===== config.mk =====
export PLATFORM = sky130hd
export DESIGN_NAME = pcie_resp_tx_framer_flat
export DESIGN_NICKNAME = d
export VERILOG_FILES = /design/src/rtl/pcie_dma_pkg.sv /design/src/rtl/pcie_resp_tx_framer_if.sv /design/src/rtl/pcie_tx_skid.sv /design/src/rtl/pcie_resp_tx_framer.sv /design/src/flat_wrapper.sv
export SDC_FILE = /design/constraint.sdc
export NUM_CORES = 1
export LEC_CHECK = 0
export BUFFER_PORTS_ARGS = -buffer_cell sky130_fd_sc_hd__buf_2
export CAP_MARGIN = 20
export CORE_MARGIN = 3
export CORE_UTILIZATION = 40
export CTS_BUF_LIST = sky130_fd_sc_hd__clkbuf_4
export DETAILED_ROUTE_END_ITERATION = 6
export PLACE_DENSITY = 0.64
export SLEW_MARGIN = 10
export SYNTH_ARGS = -nofsm -noshare
export SYNTH_HDL_FRONTEND = slang
export SYNTH_SLANG_ARGS = --single-unit

===== constraint.sdc =====
create_clock -name i_clk -period 14.5 [get_ports i_clk]
set_clock_uncertainty 0.05 [all_clocks]
set_input_delay 1.45 -clock i_clk [delete_from_list [all_inputs] [get_ports i_clk]]
set_output_delay 1.45 -clock i_clk [all_outputs]
set_load 0.05 [all_outputs]

===== src/rtl/pcie_dma_pkg.sv =====
// Shared definitions for the DMA->EP response path.
// Response word layout (73 bits): [72]=last, [71:64]=strb, [63:0]=data.
package pcie_dma_pkg;

  localparam int unsigned PCIE_RESP_WIDTH = 73;
  localparam int unsigned RESP_LAST_BIT   = 72;
  localparam int unsigned RESP_STRB_MSB   = 71;
  localparam int unsigned RESP_STRB_LSB   = 64;
  localparam int unsigned RESP_DATA_MSB   = 63;

  typedef struct packed {
    logic                                 last;
    logic [RESP_STRB_MSB-RESP_STRB_LSB:0] strb;
    logic [RESP_DATA_MSB:0]               data;
  } pcie_resp_word_t;

  typedef enum logic [1:0] {
    IDLE,
    XFER,
    DROP
  } tx_state_e;

endpackage


===== src/rtl/pcie_resp_tx_framer_if.sv =====
// AXI-stream TX channel between the response framer and the PCIe EP.
// Signals: tdata (64), tkeep (8), tlast, tvalid driven by the master;
// tready driven by the slave.
interface pcie_resp_tx_framer_if;
  import pcie_dma_pkg::*;

  logic [RESP_DATA_MSB:0]               tdata;
  logic [RESP_STRB_MSB-RESP_STRB_LSB:0] tkeep;
  logic                                 tlast;
  logic                                 tvalid;
  logic                                 tready;

  modport master (
    output tdata, tkeep, tlast, tvalid,
    input  tready
  );

  modport slave (
    input  tdata, tkeep, tlast, tvalid,
    output tready
  );

endinterface


===== src/rtl/pcie_tx_skid.sv =====
// Generic 2-entry valid/ready skid buffer with fully registered outputs.
// Ports:
//   clk, rst               clock, asynchronous active-high reset
//   in_data/in_valid       write side; in_ready is high when fewer than
//                          2 entries are held
//   out_data/out_valid     read side, registered; held stable while stalled
//   out_ready              downstream ready
module pcie_tx_skid #(
  parameter int unsigned WIDTH = 73
) (
  input  logic             clk,
  input  logic             rst,
  input  logic [WIDTH-1:0] in_data,
  input  logic             in_valid,
  output logic             in_ready,
  output logic [WIDTH-1:0] out_data,
  output logic             out_valid,
  input  logic             out_ready
);

  logic [WIDTH-1:0] main_q;
  logic [WIDTH-1:0] side_q;
  logic             main_v;
  logic             side_v;
  logic             push;

  // side_v can only be set while main_v is set, so side_v alone means full
  assign in_ready  = !side_v;
  assign push      = in_valid & !side_v;
  assign out_data  = main_q;
  assign out_valid = main_v;

  always_ff @(posedge clk or posedge rst) begin
    if (rst) begin
      main_q <= '0;
      side_q <= '0;
      main_v <= 1'b0;
      side_v <= 1'b0;
    end else if (!main_v || out_ready) begin
      // Output register is free this cycle: refill from side first to keep order
      if (side_v) begin
        main_q <= side_q;
        main_v <= 1'b1;
        side_v <= 1'b0;
      end else begin
        main_v <= push;
        if (push) main_q <= in_data;
      end
    end else if (push) begin
      side_q <= in_data;
      side_v <= 1'b1;
    end
  end

endmodule


===== src/rtl/pcie_resp_tx_framer.sv =====
// Pops response words from a first-word-fall-through CDC FIFO and frames
// them onto the EP AXI-stream TX channel through a 2-entry skid buffer.
// Enforces a maximum packet length (excess beats dropped after a forced
// tlast), flags non-full strobes on non-last beats, and counts packets
// and errors.
// Ports:
//   i_clk, i_rst      EP clock, asynchronous active-high reset
//   i_ena             transfer enable, honoured only between packets
//   i_fifo_rdata      FIFO head word {last, strb, data}
//   i_fifo_empty      FIFO empty
//   o_fifo_rd         pop strobe (combinational), head consumed on the edge
//   tx                AXI-stream TX master (tdata/tkeep/tlast/tvalid/tready)
//   o_busy            packet in progress or skid buffer holding data
//   o_err_len         pulse: packet reached max_beats without last
//   o_err_strb        pulse: non-last beat with strb != 8'hFF forwarded
//   o_pkt_cnt         tlast handshakes, wrapping
//   o_err_cnt         length plus strobe errors, wrapping
module pcie_resp_tx_framer
  import pcie_dma_pkg::*;
#(
  parameter int unsigned max_beats = 64,
  parameter int unsigned cntbits   = 16
) (
  input  logic                       i_clk,
  input  logic                       i_rst,
  input  logic                       i_ena,
  input  logic [PCIE_RESP_WIDTH-1:0] i_fifo_rdata,
  input  logic                       i_fifo_empty,
  output logic                       o_fifo_rd,
  pcie_resp_tx_framer_if.master      tx,
  output logic                       o_busy,
  output logic                       o_err_len,
  output logic                       o_err_strb,
  output logic [cntbits-1:0]         o_pkt_cnt,
  output logic [cntbits-1:0]         o_err_cnt
);

  localparam int unsigned BW = $clog2(max_beats);
  localparam logic [BW-1:0] LAST_IDX = BW'(max_beats - 1);

  tx_state_e       state_q, state_d;
  logic [BW-1:0]   beat_q, beat_d;
  pcie_resp_word_t head;
  pcie_resp_word_t skid_in;
  pcie_resp_word_t skid_out;
  logic            skid_ready;
  logic            skid_valid;
  logic            pop_allowed;
  logic            pop;
  logic            fwd;
  logic            force_last;
  logic            len_hit;
  logic            strb_bad;
  logic            err_len_q;
  logic            err_strb_q;
  logic [cntbits-1:0] pkt_cnt_q;
  logic [cntbits-1:0] err_cnt_q;

  assign head = pcie_resp_word_t'(i_fifo_rdata);

  always_comb begin
    state_d     = state_q;
    beat_d      = beat_q;
    fwd         = 1'b0;
    force_last  = 1'b0;
    len_hit     = 1'b0;
    pop_allowed = (state_q == IDLE) ? i_ena : 1'b1;
    // Reset gating keeps the pop strobe low while the buffer is being cleared
    pop         = !i_rst & !i_fifo_empty & pop_allowed & skid_ready;
    unique case (state_q)
      IDLE: begin
        if (pop) begin
          fwd = 1'b1;
          if (!head.last) begin
            state_d = XFER;
            beat_d  = BW'(1);
          end
        end
      end
      XFER: begin
        if (pop) begin
          fwd = 1'b1;
          if (head.last) begin
            state_d = IDLE;
            beat_d  = '0;
          end else if (beat_q == LAST_IDX) begin
            force_last = 1'b1;
            len_hit    = 1'b1;
            state_d    = DROP;
            beat_d     = '0;
          end else begin
            beat_d = beat_q + BW'(1);
          end
        end
      end
      DROP: begin
        if (pop && head.last) state_d = IDLE;
      end
      default: state_d = IDLE;
    endcase
  end

  assign strb_bad = fwd & !head.last & (head.strb != '1);

  always_comb begin
    skid_in      = head;
    skid_in.last = head.last | force_last;
  end

  always_ff @(posedge i_clk or posedge i_rst) begin
    if (i_rst) begin
      state_q    <= IDLE;
      beat_q     <= '0;
      err_len_q  <= 1'b0;
      err_strb_q <= 1'b0;
      pkt_cnt_q  <= '0;
      err_cnt_q  <= '0;
    end else begin
      state_q    <= state_d;
      beat_q     <= beat_d;
      err_len_q  <= len_hit;
      err_strb_q <= strb_bad;
      if (skid_valid && tx.tready && skid_out.last) pkt_cnt_q <= pkt_cnt_q + cntbits'(1);
      err_cnt_q  <= err_cnt_q + cntbits'(len_hit) + cntbits'(strb_bad);
    end
  end

  pcie_tx_skid #(
    .WIDTH(PCIE_RESP_WIDTH)
  ) u_skid (
    .clk       (i_clk),
    .rst       (i_rst),
    .in_data   (skid_in),
    .in_valid  (fwd),
    .in_ready  (skid_ready),
    .out_data  (skid_out),
    .out_valid (skid_valid),
    .out_ready (tx.tready)
  );

  assign o_fifo_rd  = pop;
  assign tx.tdata   = skid_out.data;
  assign tx.tkeep   = skid_out.strb;
  assign tx.tlast   = skid_out.last;
  assign tx.tvalid  = skid_valid;
  assign o_busy     = (state_q != IDLE) | skid_valid;
  assign o_err_len  = err_len_q;
  assign o_err_strb = err_strb_q;
  assign o_pkt_cnt  = pkt_cnt_q;
  assign o_err_cnt  = err_cnt_q;

endmodule


===== src/flat_wrapper.sv =====
// flat-port wrapper written by rule: the top's interface ports become plain ports
module pcie_resp_tx_framer_flat import pcie_dma_pkg::*;
#(
  parameter int unsigned max_beats = 64,
  parameter int unsigned cntbits   = 16
)
  (i_clk, i_rst, i_ena, i_fifo_rdata, i_fifo_empty, o_fifo_rd, o_busy, o_err_len, o_err_strb, o_pkt_cnt, o_err_cnt, tx_tdata, tx_tkeep, tx_tlast, tx_tvalid, tx_tready);
  pcie_resp_tx_framer_if tx_i ();
  input  logic i_clk;
  input  logic i_rst;
  input  logic i_ena;
  input  logic [PCIE_RESP_WIDTH-1:0] i_fifo_rdata;
  input  logic i_fifo_empty;
  output logic o_fifo_rd;
  output logic o_busy;
  output logic o_err_len;
  output logic o_err_strb;
  output logic [cntbits-1:0] o_pkt_cnt;
  output logic [cntbits-1:0] o_err_cnt;
  output wire logic [$bits(tx_i.tdata)-1:0] tx_tdata;
  output wire logic [$bits(tx_i.tkeep)-1:0] tx_tkeep;
  output wire logic [$bits(tx_i.tlast)-1:0] tx_tlast;
  output wire logic [$bits(tx_i.tvalid)-1:0] tx_tvalid;
  input wire logic [$bits(tx_i.tready)-1:0] tx_tready;
  assign tx_tdata = tx_i.tdata;
  assign tx_tkeep = tx_i.tkeep;
  assign tx_tlast = tx_i.tlast;
  assign tx_tvalid = tx_i.tvalid;
  assign tx_i.tready = tx_tready;
  pcie_resp_tx_framer #(.max_beats(max_beats), .cntbits(cntbits)) u_core (.i_clk(i_clk), .i_rst(i_rst), .i_ena(i_ena), .i_fifo_rdata(i_fifo_rdata), .i_fifo_empty(i_fifo_empty), .o_fifo_rd(o_fifo_rd), .tx(tx_i), .o_busy(o_busy), .o_err_len(o_err_len), .o_err_strb(o_err_strb), .o_pkt_cnt(o_pkt_cnt), .o_err_cnt(o_err_cnt));
endmodule

==> flow_metrics.py, run 1 <==
metrics = {
    "synth": {
        "synth_top_family_by_area": "multiplexers",
        "synthAdderAreaFrac_pct": 0.6944,
        "netlist_area_sq_um": 8288,
        "synth_compound_area_share_pct": 1.812,
        "synthArstFlopShare_pct": 100.0,
        "ys_types": 40,
        "synth_edf_count": 0,
        "synth_top_flop_cell": "dfrtp_1",
        "synth_xor_area_share_pct": 3.065,
        "seq_area_frac_synth_pct": 57.37,
        "synth_area_per_cell_sq_um": 14.24,
        "ys_ff_latch": 190,
        "syn_inst": 582,
        "synthMuxAreaShare_pct": 29.86,
        "synthSimpleGateAreaFrac_pct": 5.269,
        "syn_nets": 664,
        "yosysWarnings": 0,
    },
    "place": {
        "placed_cells": 1019,
        "dpl_cell_area_sq_um": 9480,
        "dp_hpwl_mm": 11.89,
        "port_buffers": 187,
        "gp_congestion": 0.7938,
    },
    "cts": {
        "cts_hold_buf": 0,
        "cts.clk_slew.worst_paths_ns": 0.15,
        "cts_setup_buffers": 0,
        "cts_root_buf": "clkbuf_4",
        "numClockSinks": 190,
        "cts_buffer_depth": 2,
        "cts_tree": "done",
        "clock_latency_ns": 0.55,
        "numCtsBuffers": 17,
        "postCtsResizedCells": 0,
        "htreeDepth": 4,
    },
    "final_layout": {
        "nNetsFinal": 850,
        "final_common_cell": "mux2_2",
        "fin_util_pct": 48.16,
        "fin_area_sq_um": 9777,
        "instances_no_fill": 1051,
        "nFillCells": 1843,
        "final_cell_mix": "211 x mux2_2, 189 x dfrtp_1, 187 x buf_2",
        "drive_gt1_share_pct": 56.10,
        "regArea_sq_um": 4758,
        "syn2layout_area_growth_pct": 17.97,
        "multi_input_area_sq_um": 3379,
    },
    "power_and_ir_drop": {
        "sw_frac_of_total_pct": 43.62,
        "clkPwrFrac_pct": 14.9,
        "p_per_area_nw_per_um2": 204.5,
        "p_seq_share_pct": 43.3,
        "comb_power_share_pct": 41.8,
        "p_switching_uw": 872.2,
        "p_leak_uw": 0.004475,
        "ir_drop_uv": 113.3,
        "intPower_uw": 1127,
    },
    "global_routing": {
        "grt_pass1_wl_mm": 28.24,
        "grt_antenna_before_repair": 1,
        "track_usage_pct": 15.69,
        "grt_max_degree": 78,
        "grt_overflow_total": 0,
        "grt_pass1_vias": 5622,
    },
    "floorplan": {
        "dieHeight_microns": 149.9,
        "pin_count": 188,
        "core_area_sq_um": 20300,
        "num_rows": 52,
        "die_area_sq_um": 22480,
        "initial_utilization_pct": 40.83,
        "fp.dieW_microns": 149.9,
    },
    "sta": {
        "setup_viol": 0,
        "whs_ns": 0.4353,
        "hold_viol_final": 0,
        "tns_ns": 0,
        "min_period_ns": 3.907,
        "grt_setup_unrepaired": "false",
        "worst_pin_slew_ns": 1.120,
        "drv_slew": 0,
        "fmax_ghz": 0.2560,
        "fin_crit_sh_pct": 26.94,
        "slew_headroom_pct": 25.31,
    },
    "worst_setup_path": {
        "crit_arrival_ns": 2.41,
        "startpoint_type": "flip-flop",
        "worstSetupPathType": "reg -> out",
        "critPathMaxFanout": 77,
        "crit_slowest_cell": "dfrtp_4",
        "reg2reg_setup_slack_ns": 10.95,
        "max_stage_delay_ns": 0.90,
        "required_ns": 13.00,
        "critPathCaptureType": "primary output",
        "crit_chain": "or3_1, nor2_1, buf_2",
    },
    "detailed_routing": {
        "wl_per_cell_microns": 16.60,
        "drc": 0,
        "dr.pass1.iters": 4,
        "vias": 5305,
        "dr.first_iter.drc_count": 138,
        "ant_nets": 0,
        "wl_mm": 17.45,
        "viasPerCell": 5.048,
    },
    "hold_path": {
        "holdCritPathClass": "reg -> reg",
    },
    "outcome": {
        "outcome": "completed",
    },
    "job": {
        "drv_cap": 0,
    },
}
[synth_stat cells, drive strengths merged (2+ instances only)]
cell type | number | area, sq um
clkbuf | 7 | 26.28
or4 | 2 | 15.01
or2 | 2 | 12.51
or3 | 2 | 12.51
inv | 9 | 33.78
dfrtp | 190 | 4755
nor3b | 2 | 20.02
nor2 | 12 | 45.04
nand2 | 19 | 71.32
o21ai | 10 | 50.04
mux2i | 2 | 20.02
nand3 | 14 | 70.07
nand4 | 7 | 43.79
buf | 17 | 100.1
ha | 3 | 37.54
nor2b | 2 | 12.51
nor4 | 4 | 25.02
xor2 | 10 | 87.58
xnor2 | 19 | 166.4
mux2 | 218 | 2455
nor3 | 5 | 25.02
and3 | 6 | 37.54
nand2b | 6 | 37.54
a21oi | 3 | 26.28
[logic make-up after synthesis]
logic type      Yosys count
xor+xnor                 29
compound gates           22
flops                   190
mux                     220
fa+ha+maj                 4
buf+inv                  33
simple gates             84
[flip-flops by register name, indices dropped and copies added, names as in the netlist]
signal,flops
u_core.u_skid.side_v,1
u_core.state_q,2
u_core.u_skid.out_valid,1
u_core.o_pkt_cnt,16
u_core.beat_q,6
u_core.o_err_cnt,16
u_core.o_err_len,1
u_core.u_skid.side_q,73
u_core.u_skid.out_data,73
u_core.o_err_strb,1
[critical path: cells and delay by family (launching register included)]
kind                   cells  cell delay (ns)
buffers and inverters      1             0.26
flip-flops                 1             0.90
AND/OR/NAND/NOR            2             0.71
[through the flow]
step	setup WS [ns]	power, uW
final	10.59	1999
after global routing	10.44	2108
after CTS	10.50	2029
after detailed placement	10.30	1725
after global placement	10.36	1693
after floorplan	7.830	1503
[layer usage]
layer / global-route usage [%] / vias up / part of all wire (%)
met5: 0 / - / 0
met4: 5.124 / 0 / 1.6
met3: 3.907 / 18 / 4.6
met2: 27.62 / 122 / 52
met1: 18.84 / 2709 / 42
li1: - / 2456 / -
[final timing paths]
path                                       from                  endpoint  cells past startpoint
setup reg to reg           u_core.u_skid.side_v      u_core.o_err_cnt[14]                     10
max in group asynchronous                 i_rst  u_core.u_skid.side_q[39]                      3
hold / removal             u_core.o_err_cnt[15]      u_core.o_err_cnt[15]                      1
min in group asynchronous                 i_rst       u_core.o_err_cnt[7]                      2
setup / recovery           u_core.u_skid.side_v                 o_fifo_rd                      3
hold reg to reg            u_core.o_err_cnt[15]      u_core.o_err_cnt[15]                      1
[power groups by stage]
stage	registers (uW)	clock network (uW)	logic [uW]
2_1_floorplan	1260	0	245
3_3_place_gp	863	0	830
3_5_place_dp	880	0	845
4_1_cts	868	315	846
5_1_grt	894	334	880
6_report	866	299	835
[cell type report]
class                      count  share of cell area, %
tap                          270                  3.455
clock buffer                  17                  1.305
clock inverter                13                  1.676
sequential                   190                  48.67
inverter                       9                 0.3967
multi-input combinational    359                  34.57
antenna                        2                0.05119
timing repair buffer         191                  9.880
(Power assumes the default switching activity.)
==> run 2: changes to the inputs <==
PLACE_DENSITY = 0.66   (was 0.64)
clock period = 3.3 ns   (was 14.5 ns; I/O delays follow)
==> flow_metrics.py, run 2 (synthesis results as in run 1) <==
metrics = {
    "detailed_routing": {
        "dr.pass1.iters": 4,
        "drt-met1-wl_mm": 7.653,
        "vias": 5469,
        "viasPerCell": 4.840,
        "dr.first_iter.drc_count": 182,
        "met3_length_microns": 871,
        "wl_per_cell_microns": 15.27,
        "route.met2.wl_mm": 8.510,
        "drc": 0,
        "wl_mm": 17.25,
        "ant_nets": 0,
        "top_layer_used": "met4",
    },
    "hold_path": {
        "min_to": "u_core.state_q[0]",
        "holdCritPathClass": "in -> reg",
        "min_path_cells": 3,
        "hold_start": "i_fifo_empty",
    },
    "final_layout": {
        "syn2layout_area_growth_pct": 27.94,
        "nNetsFinal": 928,
        "final_common_cell": "mux2_2",
        "regArea_sq_um": 4758,
        "nFillCells": 1789,
        "final_cell_mix": "211 x mux2_2, 189 x dfrtp_1, 187 x buf_2",
        "drive_gt1_share_pct": 52.04,
        "multi_input_area_sq_um": 3397,
    },
    "job": {
        "drv_cap": 0,
    },
    "sta": {
        "fin_crit_sh_pct": 90.31,
        "setup_viol": 0,
        "fmax_ghz": 0.3355,
        "slew_headroom_pct": 45.64,
        "min_period_ns": 2.980,
        "worst_pin_slew_ns": 0.8080,
        "drv_slew": 0,
        "tns_ns": 0,
        "grt_setup_unrepaired": "false",
        "whs_ns": 0.1214,
        "hold_viol_final": 0,
    },
    "power_and_ir_drop": {
        "power_uw": 8776,
        "ir_drop_uv": 472.2,
        "sw_frac_of_total_pct": 44.25,
        "p_switching_uw": 3883,
        "intPower_uw": 4893,
        "clkPwrFrac_pct": 14.4,
        "comb_power_share_pct": 43.0,
        "p_per_area_nw_per_um2": 827.7,
        "p_seq_share_pct": 42.6,
        "p_leak_uw": 0.004808,
    },
    "cts": {
        "clock_latency_ns": 0.54,
        "numClockSinks": 190,
        "cts.clk_slew.worst_paths_ns": 0.17,
        "htreeDepth": 4,
        "numCtsBuffers": 17,
        "cts_root_buf": "clkbuf_4",
        "cts_tree": "done",
        "cts_buffer_depth": 2,
        "cts_setup_buffers": 0,
    },
    "floorplan": {
        "dieHeight_microns": 149.9,
        "num_rows": 52,
        "fp.dieW_microns": 149.9,
        "die_area_sq_um": 22480,
        "core_area_sq_um": 20300,
        "pin_count": 188,
        "initial_utilization_pct": 40.83,
    },
    "worst_setup_path": {
        "worstSetupPathType": "in -> reg",
        "startpoint_type": "input port",
        "reg2reg_depth": 9,
        "critPathCaptureType": "flip-flop",
        "crit_chain": "dlygate4sd3_1, buf_2, or3b_2, nand2b_1, or2_2, fa_1, inv_1, ha_1, nand3_2, nor4_2, xor2_1",
        "max_stage_delay_ns": 0.54,
        "required_ns": 3.74,
        "critPathMaxFanout": 7,
        "rr_endpoint": "u_core.o_err_cnt[14]",
        "crit_arrival_ns": 3.42,
        "crit_start": "i_fifo_rdata[72]",
        "crit_slowest_cell": "or3b_2",
        "rr_startpoint": "u_core.state_q[1]",
        "reg2reg_setup_slack_ns": 0.32,
    },
    "place": {
        "port_buffers": 187,
        "gp_congestion": 0.7726,
        "dp_hpwl_mm": 10.98,
    },
    "global_routing": {
        "grt_max_degree": 126,
        "grt_antenna_before_repair": 1,
        "grt_pass1_wl_mm": 28.33,
        "grt_overflow_total": 0,
        "track_usage_pct": 15.64,
        "grt_pass1_vias": 5663,
    },
    "outcome": {
        "outcome": "completed",
    },
}
run 2: cell types whose count changed in the layout (fill, tap and decap cells not counted), sizes merged:
| cell | previous run | this run |
|---|---|---|
| buf | 191 | 195 |
| bufinv | 3 | 1 |
| clkinvlp | 2 | 5 |
| diode | 2 | 1 |
| dlygate4sd3 | 0 | 74 |
| inv | 12 | 13 |
run 2: worst max-delay path by stage:
stage / end / cells past startpoint
finish: u_core.o_err_cnt[14] / 11
global route: u_core.o_err_cnt[14] / 9
CTS: u_core.o_err_cnt[14] / 9
detailed placement: u_core.o_err_cnt[14] / 10
global placement: u_core.o_err_cnt[14] / 10
floorplan: u_core.o_err_cnt[14] / 10
run 2: cell type report:
| cell class | count | share of cell area [%] |
|---|---|---|
| antenna | 1 | 0.02360 |
| clock buffer | 17 | 1.204 |
| clock inverter | 15 | 1.475 |
| inverter | 9 | 0.3540 |
| multi-input combinational | 359 | 32.04 |
| sequential | 190 | 44.87 |
| tap | 270 | 3.186 |
| timing repair buffer | 269 | 16.85 |
run 2: worst max-delay path: cells and delay by family:
family	cells	cell delay (ns)
fa+ha+maj	2	0.62
simple gates	5	1.55
xor+xnor	1	0.16
buf+inv	3	0.76
run 2: power groups by stage:
stage	clock, uW	combinational, uW	sequential, uW
2_1_floorplan	0	1080	5530
6_report	1260	3780	3740
3_3_place_gp	0	3710	3760
3_5_place_dp	0	3750	3800
5_1_grt	1430	3990	3860
4_1_cts	1340	3820	3750
run 2: what timing repair did:
action / CTS / global route
endpoints found under the setup margin: 0 / 1
gates resized for setup: 0 / 3
hold endpoints to repair: 142 / 0
hold buffers: 74 / 0
run 2: per-layer routing:
| layer | vias to the layer above | global-route usage (%) |
|---|---|---|
| met4 | 0 | 4.666 |
| met3 | 17 | 4.240 |
| met2 | 119 | 26.31 |
| met1 | 2720 | 19.80 |
| li1 | 2613 | - |
| met5 | - | 0 |
run 2: stage by stage:
step / instance area (sq um) / setup WS, ns / utilization, % / std cells
final: 10600 / 0.3197 / 52.24 / 1130
after global placement: 9559 / 0.2577 / 47.09 / 1023
after global routing: 10600 / 0.06249 / 52.24 / 1130
after detailed placement: 9559 / 0.2034 / 47.09 / 1023
after floorplan: 8292 / 0.4230 / - / 582
after CTS: 10580 / 0.2201 / 52.14 / 1129
